`src/rtl/instr_encoder.sv`:
```
// instr_encoder: packs decoded micro-op fields into 28-bit filter-GPU
// instruction words, queues them in a small FIFO and streams them with word
// addresses to the instruction-memory loader.
// Optional feature macro: ENC_BYPASS_EN (same-cycle pass-through when the
// FIFO is empty and the loader is ready).
module instr_encoder #(
  parameter int unsigned DEPTH  = 4,
  parameter int unsigned ADDR_W = 8
) (
  input  logic              clock,
  input  logic              reset,
  input  logic              prog_start,
  input  logic              prog_end,
  input  logic              uop_valid,
  output logic              uop_ready,
  input  logic [1:0]        op_class,
  input  logic [3:0]        cmd,
  input  logic [3:0]        rd,
  input  logic [3:0]        rn,
  input  logic [3:0]        rm,
  input  logic [13:0]       imm,
  output logic [27:0]       instr_out,
  output logic [ADDR_W-1:0] instr_addr,
  output logic              instr_valid,
  input  logic              instr_ready,
  output logic              enc_err,
  output logic              prog_done,
  output logic [ADDR_W:0]   word_count
);

  localparam int unsigned WORD_W = 28;
  localparam int unsigned PTR_W  = (DEPTH > 1) ? $clog2(DEPTH) : 1;
  localparam int unsigned CNT_W  = PTR_W + 1;
  localparam logic [ADDR_W:0] WC_MAX = {1'b1, {ADDR_W{1'b0}}};

  localparam logic [1:0] CLS_DP  = 2'b00;
  localparam logic [1:0] CLS_MEM = 2'b01;
  localparam logic [3:0] CMD_ADD = 4'b0000;
  localparam logic [3:0] CMD_MUL = 4'b0011;
  localparam logic [3:0] CMD_CNV = 4'b0100;
  localparam logic [3:0] CMD_MOV = 4'b1010;
  localparam logic [3:0] CMD_LDR = 4'b0001;
  localparam logic [3:0] CMD_STR = 4'b0000;

  typedef enum logic [1:0] {
    IDLE  = 2'd0,
    LOAD  = 2'd1,
    DRAIN = 2'd2,
    DONE  = 2'd3
  } state_t;

  state_t state, state_nxt;

  logic [WORD_W-1:0] mem [DEPTH];
  logic [PTR_W-1:0]  wr_ptr, rd_ptr;
  logic [CNT_W-1:0]  count;
  logic              fifo_empty, fifo_full;

  logic [WORD_W-1:0] enc_word;
  logic              legal;
  logic              accept, push, pop_fifo, emit, bypass;

  assign fifo_empty = (count == '0);
  assign fifo_full  = (count == CNT_W'(DEPTH));

  // Field packing and legality check for the presented micro-op.
  always_comb begin
    legal    = 1'b0;
    enc_word = '0;
    case (op_class)
      CLS_DP:  legal = (cmd == CMD_ADD) || (cmd == CMD_MUL) ||
                       (cmd == CMD_CNV) || (cmd == CMD_MOV);
      CLS_MEM: legal = (cmd == CMD_LDR) || (cmd == CMD_STR);
      default: legal = 1'b0;
    endcase
    enc_word[17:16] = op_class;
    enc_word[15:12] = cmd;
    enc_word[7:4]   = rd;
    if (op_class == CLS_MEM) begin
      enc_word[11:8]  = rn;
      enc_word[3:0]   = imm[3:0];
      enc_word[27:18] = imm[13:4];
    end else if (cmd == CMD_MOV) begin
      enc_word[3:0]   = imm[3:0];
      enc_word[27:18] = imm[13:4];
    end else begin
      enc_word[11:8]  = rn;
      enc_word[3:0]   = rm;
    end
  end

  assign accept = uop_valid & uop_ready;

`ifdef ENC_BYPASS_EN
  // Zero-latency path: empty FIFO, ready loader, legal micro-op in LOAD.
  assign bypass = (state == LOAD) & fifo_empty & instr_ready & accept & legal;
`else
  assign bypass = 1'b0;
`endif

  assign push     = accept & legal & ~bypass;
  assign pop_fifo = ~fifo_empty & instr_ready;
  assign emit     = pop_fifo | bypass;

  // Loader-facing word: FIFO head, or the freshly encoded word on bypass.
  always_comb begin
    instr_valid = ~fifo_empty | bypass;
    instr_out   = '0;
    if (bypass) begin
      instr_out = enc_word;
    end else if (!fifo_empty) begin
      instr_out = mem[rd_ptr];
    end
  end

  // FIFO storage; contents are don't-care while the occupancy count is zero.
  always_ff @(posedge clock) begin
    if (push) begin
      mem[wr_ptr] <= enc_word;
    end
  end

  // FIFO pointers and occupancy.
  always_ff @(posedge clock) begin
    if (!reset) begin
      wr_ptr <= '0;
      rd_ptr <= '0;
      count  <= '0;
    end else begin
      if (push) begin
        wr_ptr <= wr_ptr + PTR_W'(1);
      end
      if (pop_fifo) begin
        rd_ptr <= rd_ptr + PTR_W'(1);
      end
      case ({push, pop_fifo})
        2'b10:   count <= count + CNT_W'(1);
        2'b01:   count <= count - CNT_W'(1);
        default: count <= count;
      endcase
    end
  end

  // Word address (wrapping) and saturating emitted-word counter.
  always_ff @(posedge clock) begin
    if (!reset) begin
      instr_addr <= '0;
      word_count <= '0;
    end else if ((state == IDLE) && prog_start) begin
      instr_addr <= '0;
      word_count <= '0;
    end else if (emit) begin
      instr_addr <= instr_addr + ADDR_W'(1);
      if (word_count != WC_MAX) begin
        word_count <= word_count + (ADDR_W + 1)'(1);
      end
    end
  end

  // Illegal micro-ops are consumed and flagged one cycle later.
  always_ff @(posedge clock) begin
    if (!reset) begin
      enc_err <= 1'b0;
    end else begin
      enc_err <= accept & ~legal;
    end
  end

  // FSM state register.
  always_ff @(posedge clock) begin
    if (!reset) begin
      state <= IDLE;
    end else begin
      state <= state_nxt;
    end
  end

  // FSM next-state logic.
  always_comb begin
    state_nxt = state;
    case (state)
      IDLE:    if (prog_start) state_nxt = LOAD;
      LOAD:    if (prog_end)   state_nxt = DRAIN;
      DRAIN:   if (fifo_empty) state_nxt = DONE;
      DONE:    state_nxt = IDLE;
      default: state_nxt = IDLE;
    endcase
  end

  // FSM outputs decoded from the registered state.
  always_comb begin
    uop_ready = 1'b0;
    prog_done = 1'b0;
    case (state)
      LOAD:    uop_ready = ~fifo_full;
      DONE:    prog_done = 1'b1;
      default: begin
        uop_ready = 1'b0;
        prog_done = 1'b0;
      end
    endcase
  end

endmodule

```
`config.mk`:
```
export PLATFORM = sky130hd
export DESIGN_NAME = instr_encoder
export DESIGN_NICKNAME = d
export VERILOG_FILES = /design/src/rtl/instr_encoder.sv
export SDC_FILE = /design/constraint.sdc
export NUM_CORES = 1
export LEC_CHECK = 0
export BUFFER_PORTS_ARGS = -buffer_cell sky130_fd_sc_hd__buf_2
export CAP_MARGIN = 30
export CORE_MARGIN = 8
export CORE_UTILIZATION = 57
export CTS_CLUSTER_DIAMETER = 40
export DETAILED_ROUTE_END_ITERATION = 10
export PLACE_DENSITY = 0.82
export SYNTH_ARGS = -nofsm -noshare
export SYNTH_HDL_FRONTEND = slang
export SYNTH_SLANG_ARGS = --single-unit
```
`constraint.sdc`:
```
create_clock -name clock -period 3 [get_ports clock]
set_input_delay 0.3 -clock clock [delete_from_list [all_inputs] [get_ports clock]]
set_output_delay 0.3 -clock clock [all_outputs]
set_load 0.02 [all_outputs]
```
==> results of run 1 <==
-- critical path, delay by kind of cell, from the launching register on --
kind                       cells  cell delay [ns]
DFF                            1             0.38
and+or+nand+nor                1             0.32
buffers and inverters          3             0.22
xor gates and xnor gates       1             0.16
AOI/OAI and AO/OA              3             0.86
adders and majority gates      2             0.56
-- power by group through the flow --
stage          clock, mW  combinational, mW  sequential, mW
5_1_grt             2.19              0.359            2.15
4_1_cts             2.11              0.332            2.15
3_5_place_dp           0              0.325            2.19
3_3_place_gp           0              0.310            2.19
2_1_floorplan          0              0.213            2.19
6_report            2.08              0.325            2.15
-- final timing paths --
| check | start | to | slack (ns) | cells after the start |
|---|---|---|---|---|
| max | count[2] | count[2] | 0.42 | 10 |
| min | cmd[0] | mem[3][12] | 0.06 | 1 |
| max reg2reg | count[2] | count[2] | 0.42 | 10 |
| min reg2reg | wr_ptr[1] | wr_ptr[1] | 0.51 | 2 |
-- metal layers --
metal	track usage	wire length, µm	vias up
met5	0	0	-
met4	0.0568	99	0
met3	0.0552	619	10
met2	0.295	5870	99
met1	0.194	4870	1660
li1	-	-	1580
-- cell type report --
cell class                 count  area [µm²]  share of cell area
timing repair buffer          98         531              0.0742
clock buffer                  18         418              0.0585
clock inverter                14         175              0.0245
inverter                      17        63.8             0.00893
sequential                   141        3950               0.552
multi-input combinational    196        1850               0.258
tap                          136         170              0.0238
-- cell families after synthesis --
logic type / Yosys count / share of synthesized area
buf+inv: 31 / 0.0216
flops: 141 / 0.667
xor+xnor: 19 / 0.0281
mux: 36 / 0.121
compound gates: 18 / 0.0241
fa+ha+maj: 14 / 0.0309
simple gates: 109 / 0.108
-- cells in the mapped netlist, types with 2 or more instances --
master,n,area (µm²)
nand2_1,16,60.1
nor2_1,16,60.1
xor2_1,4,35.0
inv_2,2,7.51
mux2_2,4,45.0
mux2i_1,4,40.0
nor4b_1,2,17.5
inv_1,15,56.3
a211oi_1,2,15.0
nor2b_1,13,81.3
ha_1,13,163
clkbuf_1,8,30.0
xnor2_1,15,131
o21ai_0,3,15.0
and2_1,41,257
or3_1,2,12.5
nand4_1,6,37.5
o31ai_2,2,25.0
nor3_1,2,10.0
nor4_1,3,18.8
mux4_2,28,631
buf_2,3,15.0
dfxtp_1,29,581
a21oi_1,5,25.0
nor4_2,3,37.5
edfxtp_1,112,3360
buf_4,2,15.0
-- stage by stage --
step	hold WS [ns]	area, µm²
2_1_floorplan	0.399	5920
3_3_place_gp	0.480	6520
3_5_place_dp	0.501	6520
4_1_cts	0.0204	7150
5_1_grt	0.0361	7150
6_report	0.0569	7150
-- flip-flops by register name, indices dropped and copies added, names as in the netlist, named ones only --
name,cells
mem,112
word_count,9
instr_addr,8
count,3
rd_ptr,2
state,2
wr_ptr,2
enc_err,1
==> summary.md, run 1 <==
| Metric | Value |
|---|---|
| Status | completed |
| RSZ-0062 raised after global routing | false |
| Max_slew headroom | 0.343 |
| Finish-stage setup viols | 0 |
| Worst setup EP type | flip-flop |
| CTS tree | yes |
| Vias in the first global route | 3,686 |
| Vias | 3,349 |
| Detail Route Antenna Nets | 0 |
| Post-synth ARST share | 0 |
| Setup Buffers After CTS | 0 |
| Fillers | roughly 670 |
| Fin nets | 523 |
| Logic gate share of total power | 0.071 |
| Kind of critical path | flip-flop to flip-flop |
| Yosys warnings | 0 |
| Number of CTS-inserted buffers | 17 |
| Pin count of the biggest net entering global routing | 31 |
| Row Count | 37 |
| Synth Register Bits | 141 |
| Port Buffer Count | 86 |
| I/O Pins | 87 |
| CTS Hold Bufs | 4 |
| Worst skew pair latency | 0.51 ns |
| Syn nets | 420 |
| Leakage Power | 2.56 nW |
| Final critical-path share of the clock period | 0.860 |
| First-pass GRT wire length | 18.6 mm |
| CTS resizes | 0 |
| Most frequent cells in the layout | edfxtp_1 (112), buf_2 (86), and2_1 (41), mux4_2 (28), dfxtp_1 (28) |
| Vias per cell | 5.40 |
| Synth Flop Type | edfxtp_1 |
| Grt ovf | 0 |
| Post-synthesis sequential area ratio | 0.667 |
| Detail Placement HPWL | 7.42 mm |
| Most used cell along the critical path | inv_1 |
| Critical-path cell list | inv_1, o311ai_1, a211oi_4, inv_1, ha_1, inv_1, fa_1, xor2_1, or3_1, a21boi_0 |
| Post-Place Worst Slack | 0.312 ns |
| Post-route minimum period | 2.58 ns |
| Setup TNS | 0 ns |
| GPL Wtd Cong | 0.734 |
| Bufs on Longest Clock Path | 2 |
| Post-Route Skew | between 0.006 and 0.007 ns |
| Post-synth EDFFs | 112 |
| Clock-pin slew on the worst setup and hold paths | 0.06 ns |
| DIE WIDTH | 118 µm |
| Syn avg cell area | about 16 µm² |
| Slowest stage delay, CP | 0.55 ns |
| Net Switching | 953 µW |
| Syn Inst Count | around 370 |
| Slowest cell on crit path | o311ai_1 |
| Initial Util | 0.581 |
| Pwr/cell area | 637 mW/mm² |
| Post-layout util | 0.702 |
| Finished Layout Cells | 620 |
| Reg power frac | 0.472 |
| Area growth syn-to-layout | 20.8% |
| Total Power | approximately 4.6 mW |
| Commonest non-fill, non-tap cell in the layout | edfxtp_1 |
| Sink Count | 141 |
| H-tree level count | 4 |
| Initial DRC Count | 198 |
| Final WS setup | 0.419 ns |
| Core Box Area | 0.0102 mm² |
| DRC viols | 0 |
| Final hold violations | 0 |
| Die height | 118 µm |
| Placed insts | 584 |
| Tightest Hold Check Type | primary input to flip-flop |
| Internal power | between 3 and 4 mW |
| Max Slew Vio Count | 0 |
| Worst Setup Start Kind | flip-flop |
| Worst Path Required | roughly 3.4 ns |
| Routed WL | roughly 11 mm |
| Cell variety after synth | 40 |
| Sw frac | 0.209 |
| GRT Total Usage | 0.170 |
| Detailed Routing Iterations Pass 1 | 4 |
| CTS root buf | clkbuf_8 |
| Crit-path max FO | 7 |
| Maximum vdd drop | 378 µV |
| Worst-Margin Slew | 0.986 ns |
| Cell Area, Synth | just under 0.006 mm² |
| Maxcap violations | 0 |
| Initial antenna violation count | 0 |
| Worst EP arrival | 3.01 ns |
| WL per Instance | 18.5 µm |
| Die area | 0.0139 mm² |
| Layout cells sized above 1 | 0.339 |
| Fmax | 387 MHz |
| Clock share of power | 0.457 |
| Ant diodes | 0 |
Power figures use the tool's default switching activity.
==> inputs of run 2 (changes only) <==
- RECOVER_POWER: not set -> 100
==> run 2 against run 1 <==
Compared with the run above: clock skew increased by 0.0010 ns; sequential power is essentially flat; hold slack gained 0.080 ns; largest power group unchanged; critical path type unchanged; count of clock-buffer cells in the layout unchanged.
==> summary.md, run 2 (synthesized netlist as in run 1, its figures left out) <==
| Metric | Value |
|---|---|
| Commonest non-fill, non-tap cell in the layout | edfxtp_1 |
| Pin count of the biggest net entering global routing | 31 |
| GRT Total Usage | 0.170 |
| Internal power | 3.59 mW |
| Finish-stage setup viols | 0 |
| Detail Placement HPWL | 7.42 mm |
| Most used cell along the critical path | inv_1 |
| DRC viols | 0 |
| Crit-path max FO | 13 |
| Fillers | 719 |
| Met3 global-route usage | 0.0552 |
| Worst-Margin Slew | ~0.99 ns |
| Hold Path Stages | 1 |
| Row Count | 37 |
| Most frequent cells in the layout | edfxtp_1 (112), clkbuf_1 (61), and2_1 (32) |
| Worst skew pair latency | 0.51 ns |
| Vias per cell | 5.38 |
| Biggest register | mem |
| Die area | 0.0139 mm² |
| Pwr/cell area | 646 mW/mm² |
| Initial antenna violation count | 0 |
| Port Buffer Count | 86 |
| Clock share of power | 0.458 |
| Max Slew Vio Count | 0 |
| Setup TNS | 0 ns |
| Final critical-path share of the clock period | 0.864 |
| Layout cells sized above 1 | 0.194 |
| RSZ-0062 raised after global routing | false |
| Max_slew headroom | 0.338 |
| Sink Count | 141 |
| Initial Util | 0.581 |
| Clock-pin slew on the worst setup and hold paths | 0.06 ns |
| Worst setup EP type | flip-flop |
| Logic gate share of total power | 0.069 |
| Worst EP arrival | 3.02 ns |
| Number of CTS-inserted buffers | 17 |
| CTS resizes | 0 |
| Post-layout util | 0.691 |
| CTS root buf | clkbuf_8 |
| Worst hold start | cmd[0] |
| Ant diodes | 0 |
| Slowest stage delay, CP | 0.47 ns |
| Met1 global-route usage | 0.194 |
| Vias in the first global route | 3,686 |
| Detailed Routing Iterations Pass 1 | 4 |
| Setup Buffers After CTS | 0 |
| Regs by FF count | mem x112, word_count x9, instr_addr x8 |
| Post-Route Skew | 0.00802 ns |
| Core Box Area | a little over 0.01 mm² |
| Post-route minimum period | 2.59 ns |
| Hold endpoint | mem[2][12] |
| Critical-path cell list | o31ai_1, clkbuf_1, inv_1, ha_1, inv_1, fa_1, xor2_1, or3_1, a21boi_0 |
| Kind of critical path | flip-flop to flip-flop |
| GRT busiest layer | met2 |
| Worst R2R End | count[2] |
| Routed WL | 11.5 mm |
| Worst Setup Start Kind | flip-flop |
| GPL Wtd Cong | between 0.7 and 0.8 |
| Fin nets | 523 |
| CTS Hold Bufs | 4 |
| R2R setup slack | 0.41 ns |
| H-tree level count | 4 |
| Initial DRC Count | 234 |
| Final hold violations | 0 |
| Cells on worst reg2reg path | 9 |
| DIE WIDTH | roughly 120 µm |
| Max FFs per register | 112 |
| Net Switching | approximately 960 µW |
| Multi-input gate area | 0.00182 mm² |
| Bufs on Longest Clock Path | 2 |
| Maximum vdd drop | 378 µV |
| Grt ovf | 0 |
| Slowest cell on crit path | clkbuf_1 |
| CTS tree | yes |
| RR Startpoint | count[0] |
| Tightest Hold Check Type | primary input to flip-flop |
| Reg power frac | 0.473 |
| Met2 Track Usage GR | 0.295 |
| Leakage Power | 2.32 nW |
| Area growth syn-to-layout | 18.9% |
| WL per Instance | 18.6 µm |
| Detail Route Antenna Nets | 0 |
| FF/Latch Area | 0.00395 mm² |
| Vias | around 3,300 |
| Fmax | 386 MHz |
| I/O Pins | 87 |
| First-pass GRT wire length | 18.6 mm |
| Worst Path Required | 3.43 ns |
| Die height | 118 µm |
| Status | completed |
| Maxcap violations | 0 |
| Sw frac | 0.211 |
[run 2: critical path: cells and delay by family (launching register included)]
kind / cells / cell delay [ns]
AOI/OAI and AO/OA: 2 / 0.46
adders and majority gates: 2 / 0.46
xor gates and xnor gates: 1 / 0.07
and+or+nand+nor: 1 / 0.32
buffers and inverters: 3 / 0.85
DFF: 1 / 0.35
[run 2: cell type report]
cell class / count / share of cell area
inverter: 17 / 0.00907
multi-input combinational: 196 / 0.259
clock buffer: 18 / 0.0594
clock inverter: 14 / 0.0249
timing repair buffer: 98 / 0.0626
tap: 136 / 0.0242
sequential: 141 / 0.561
[run 2: worst max path at each step]
stage | startpoint | endpoint | slack (ns) | cells past startpoint
detailed placement | cmd[2] | count[2] | 0.31 | 11
global placement | cmd[2] | count[2] | 0.43 | 11
floorplan | cmd[2] | count[2] | 0.68 | 10
global route | count[0] | count[2] | 0.15 | 9
finish | count[0] | count[2] | 0.41 | 9
CTS | count[2] | count[2] | 0.38 | 10
[run 2: power by group through the flow]
| stage | Combinational, mW | Clock [mW] | Sequential [mW] |
|---|---|---|---|
| after CTS | 0.332 | 2.11 | 2.15 |
| after detailed placement | 0.325 | 0 | 2.19 |
| after floorplan | 0.213 | 0 | 2.19 |
| after global routing | 0.347 | 2.19 | 2.15 |
| final | 0.314 | 2.08 | 2.15 |
| after global placement | 0.310 | 0 | 2.19 |
[run 2: stage by stage]
stage	cell area, µm²	hold slack (ns)	instances	setup slack (ns)	power (mW)
6_report	7030	0.137	620	0.408	4.54
5_1_grt	7030	0.118	620	0.152	4.69
4_1_cts	7150	0.0204	620	0.384	4.59
3_5_place_dp	6520	0.501	584	0.312	2.51
3_3_place_gp	6520	0.480	584	0.425	2.50
2_1_floorplan	5920	0.399	368	0.675	2.40
[run 2: routing by layer]
metal	vias to the layer above	wire (µm)
met5	-	0
met4	0	95
met3	9	603
met2	99	5930
met1	1650	4910
li1	1580	-
==> inputs of run 3 (changes only) <==
- BUFFER_PORTS_ARGS: -buffer_cell sky130_fd_sc_hd__buf_2 -> -buffer_cell sky130_fd_sc_hd__buf_4
==> run 3 against run 2 <==
Compared with the run above: die area is the same; flip-flop and latch count stayed put; power is 2.3% lower; hold slack got worse by 0.040 ns; combinational power increased by 4%; non-clock buffer count is 3 higher; register-to-register slack got worse by 0.03 ns; setup slack worse by 0.15 ns; critical path type is now primary input to flip-flop; critical endpoint is now mem[2][16].
==> summary.md, run 3 (synthesized netlist as in run 1, its figures left out) <==
| Metric | Value |
|---|---|
| Detail Placement HPWL | 7.26 mm |
| Sink Count | 141 |
| Commonest non-fill, non-tap cell in the layout | edfxtp_1 |
| Crit-path max FO | 28 |
| CP startpoint | op_class[0] |
| CTS tree | yes |
| Port Buffer Count | 86 |
| Hold Path Stages | 3 |
| Die area | 0.0139 mm² |
| Placed insts | 584 |
| Routed WL | 11.2 mm |
| Pwr/cell area | 619 mW/mm² |
| Worst hold start | reset |
| Most frequent cells in the layout | edfxtp_1 (112), clkbuf_1 (45), buf_4 (45), mux4_2 (28), dfxtp_1 (28) |
| Biggest register | mem |
| H-tree level count | 4 |
| GPL Wtd Cong | 0.733 |
| Fillers | 734 |
| Kind of critical path | primary input to flip-flop |
| DRC viols | 0 |
| Final hold violations | 0 |
| RR Startpoint | count[2] |
| Slowest stage delay, CP | 0.65 ns |
| Finish-stage setup viols | 0 |
| Worst skew pair latency | 0.52 ns |
| Leakage Power | 2.40 nW |
| Number of CTS-inserted buffers | 17 |
| Core Box Area | 0.0102 mm² |
| Status | completed |
| Initial antenna violation count | 0 |
| Final Instance Area | 0.00717 mm² |
| Post-route minimum period | ~2.7 ns |
| Bufs on Longest Clock Path | 2 |
| Maxcap violations | 0 |
| CTS root buf | clkbuf_8 |
| Vias | 3,353 |
| Worst setup EP type | flip-flop |
| Pin count of the biggest net entering global routing | 31 |
| Layout cells sized above 1 | 0.232 |
| Setup TNS | 0 ns |
| Slowest cell on crit path | clkbuf_2 |
| I/O Pins | 87 |
| FF/Latch Area | just under 0.004 mm² |
| RSZ-0062 raised after global routing | false |
| Vias in the first global route | 3,562 |
| CTS resizes | 0 |
| Placed inst area | 0.00673 mm² |
| Area growth syn-to-layout | 21.2% |
| Row Count | 37 |
| Die height | 118 µm |
| Fmax | 365 MHz |
| Clock-pin slew on the worst setup and hold paths | 0.06 ns |
| Post-Route Skew | roughly 0.0076 ns |
| Initial Util | 0.581 |
| Reg power frac | 0.484 |
| DIE WIDTH | 118 µm |
| Multi-input gate area | 0.00183 mm² |
| Clock share of power | 0.442 |
| Detail Route Antenna Nets | 0 |
| Worst Path Required | 3.14 ns |
| Initial DRC Count | 124 |
| Detailed Routing Iterations Pass 1 | 4 |
| Cells on worst reg2reg path | 10 |
| Critical-path cell list | dlygate4sd3_1, clkbuf_1, inv_1, or4_4, a211oi_4, and2_0, clkbuf_2 |
| Sw frac | 0.214 |
| Maximum vdd drop | 427 µV |
| Regs by FF count | mem x112, word_count x9, instr_addr x8 |
| Worst EP arrival | 2.88 ns |
| Max FFs per register | 112 |
| Fin nets | around 530 |
| Net Switching | 951 µW |
| GRT Total Usage | 0.165 |
| Max Slew Vio Count | 0 |
| Worst-Margin Slew | 1.03 ns |
| Max_slew headroom | 0.313 |
| Worst Setup Start Kind | primary input |
| First-pass GRT wire length | 17.9 mm |
| Final critical-path share of the clock period | 0.913 |
| Tightest Hold Check Type | primary input to flip-flop |
| Ant diodes | 0 |
| Grt ovf | 0 |
| WL per Instance | roughly 18 µm |
| Vias per cell | 5.38 |
| Logic gate share of total power | 0.074 |
| Internal power | approximately 3.5 mW |
| Finished Layout Cells | 623 |
[run 3: layout make-up]
class | instances | share of cell area
sequential | 141 | 0.550
multi-input combinational | 196 | 0.255
clock buffer | 20 | 0.0621
clock inverter | 12 | 0.0167
inverter | 17 | 0.00890
tap | 136 | 0.0237
timing repair buffer | 101 | 0.0837
[run 3: path summary, 6_finish.rpt]
| path | end | slack (ns) |
|---|---|---|
| setup reg to reg | count[2] | 0.38 |
| hold reg to reg | wr_ptr[0] | 0.51 |
| setup / recovery | mem[2][16] | 0.26 |
| hold / removal | state[0] | 0.1 |
[run 3: repair_timing]
item | in CTS | in global routing
endpoints found under the hold margin | 27 | 0
hold buffers | 7 | 0
buffers inserted | 0 | 0
[run 3: routing by layer]
layer  GRT usage  up-vias  part of all wire
met5           0        -                 0
met4      0.0633        0             0.011
met3      0.0580       12             0.054
met2       0.284       92              0.52
met1       0.184     1662              0.42
li1            -     1587                 -
[run 3: worst max-delay path, delay by kind of cell]
kind,cells,cell delay [ns]
AO/OA/AOI/OAI,1,0.38
buffers and inverters,4,1.54
AND/OR/NAND/NOR,2,0.64
[run 3: power groups by stage]
stage | combinational, mW | sequential (mW) | clock [mW]
floorplan | 0.213 | 2.19 | 0
global placement | 0.339 | 2.19 | 0
detailed placement | 0.352 | 2.19 | 0
CTS | 0.361 | 2.15 | 2.00
global route | 0.366 | 2.15 | 2.07
finish | 0.328 | 2.15 | 1.96
[run 3: stage by stage]
step	worst slack (ns)	util	total power [mW]	hold WS (ns)
3_5_place_dp	0.324	0.661	2.54	0.499
6_report	0.262	0.704	4.44	0.0963
4_1_cts	0.294	0.723	4.51	0.00415
3_3_place_gp	0.448	0.661	2.53	0.479
2_1_floorplan	0.675	-	2.40	0.399
5_1_grt	0.0688	0.704	4.59	0.0878
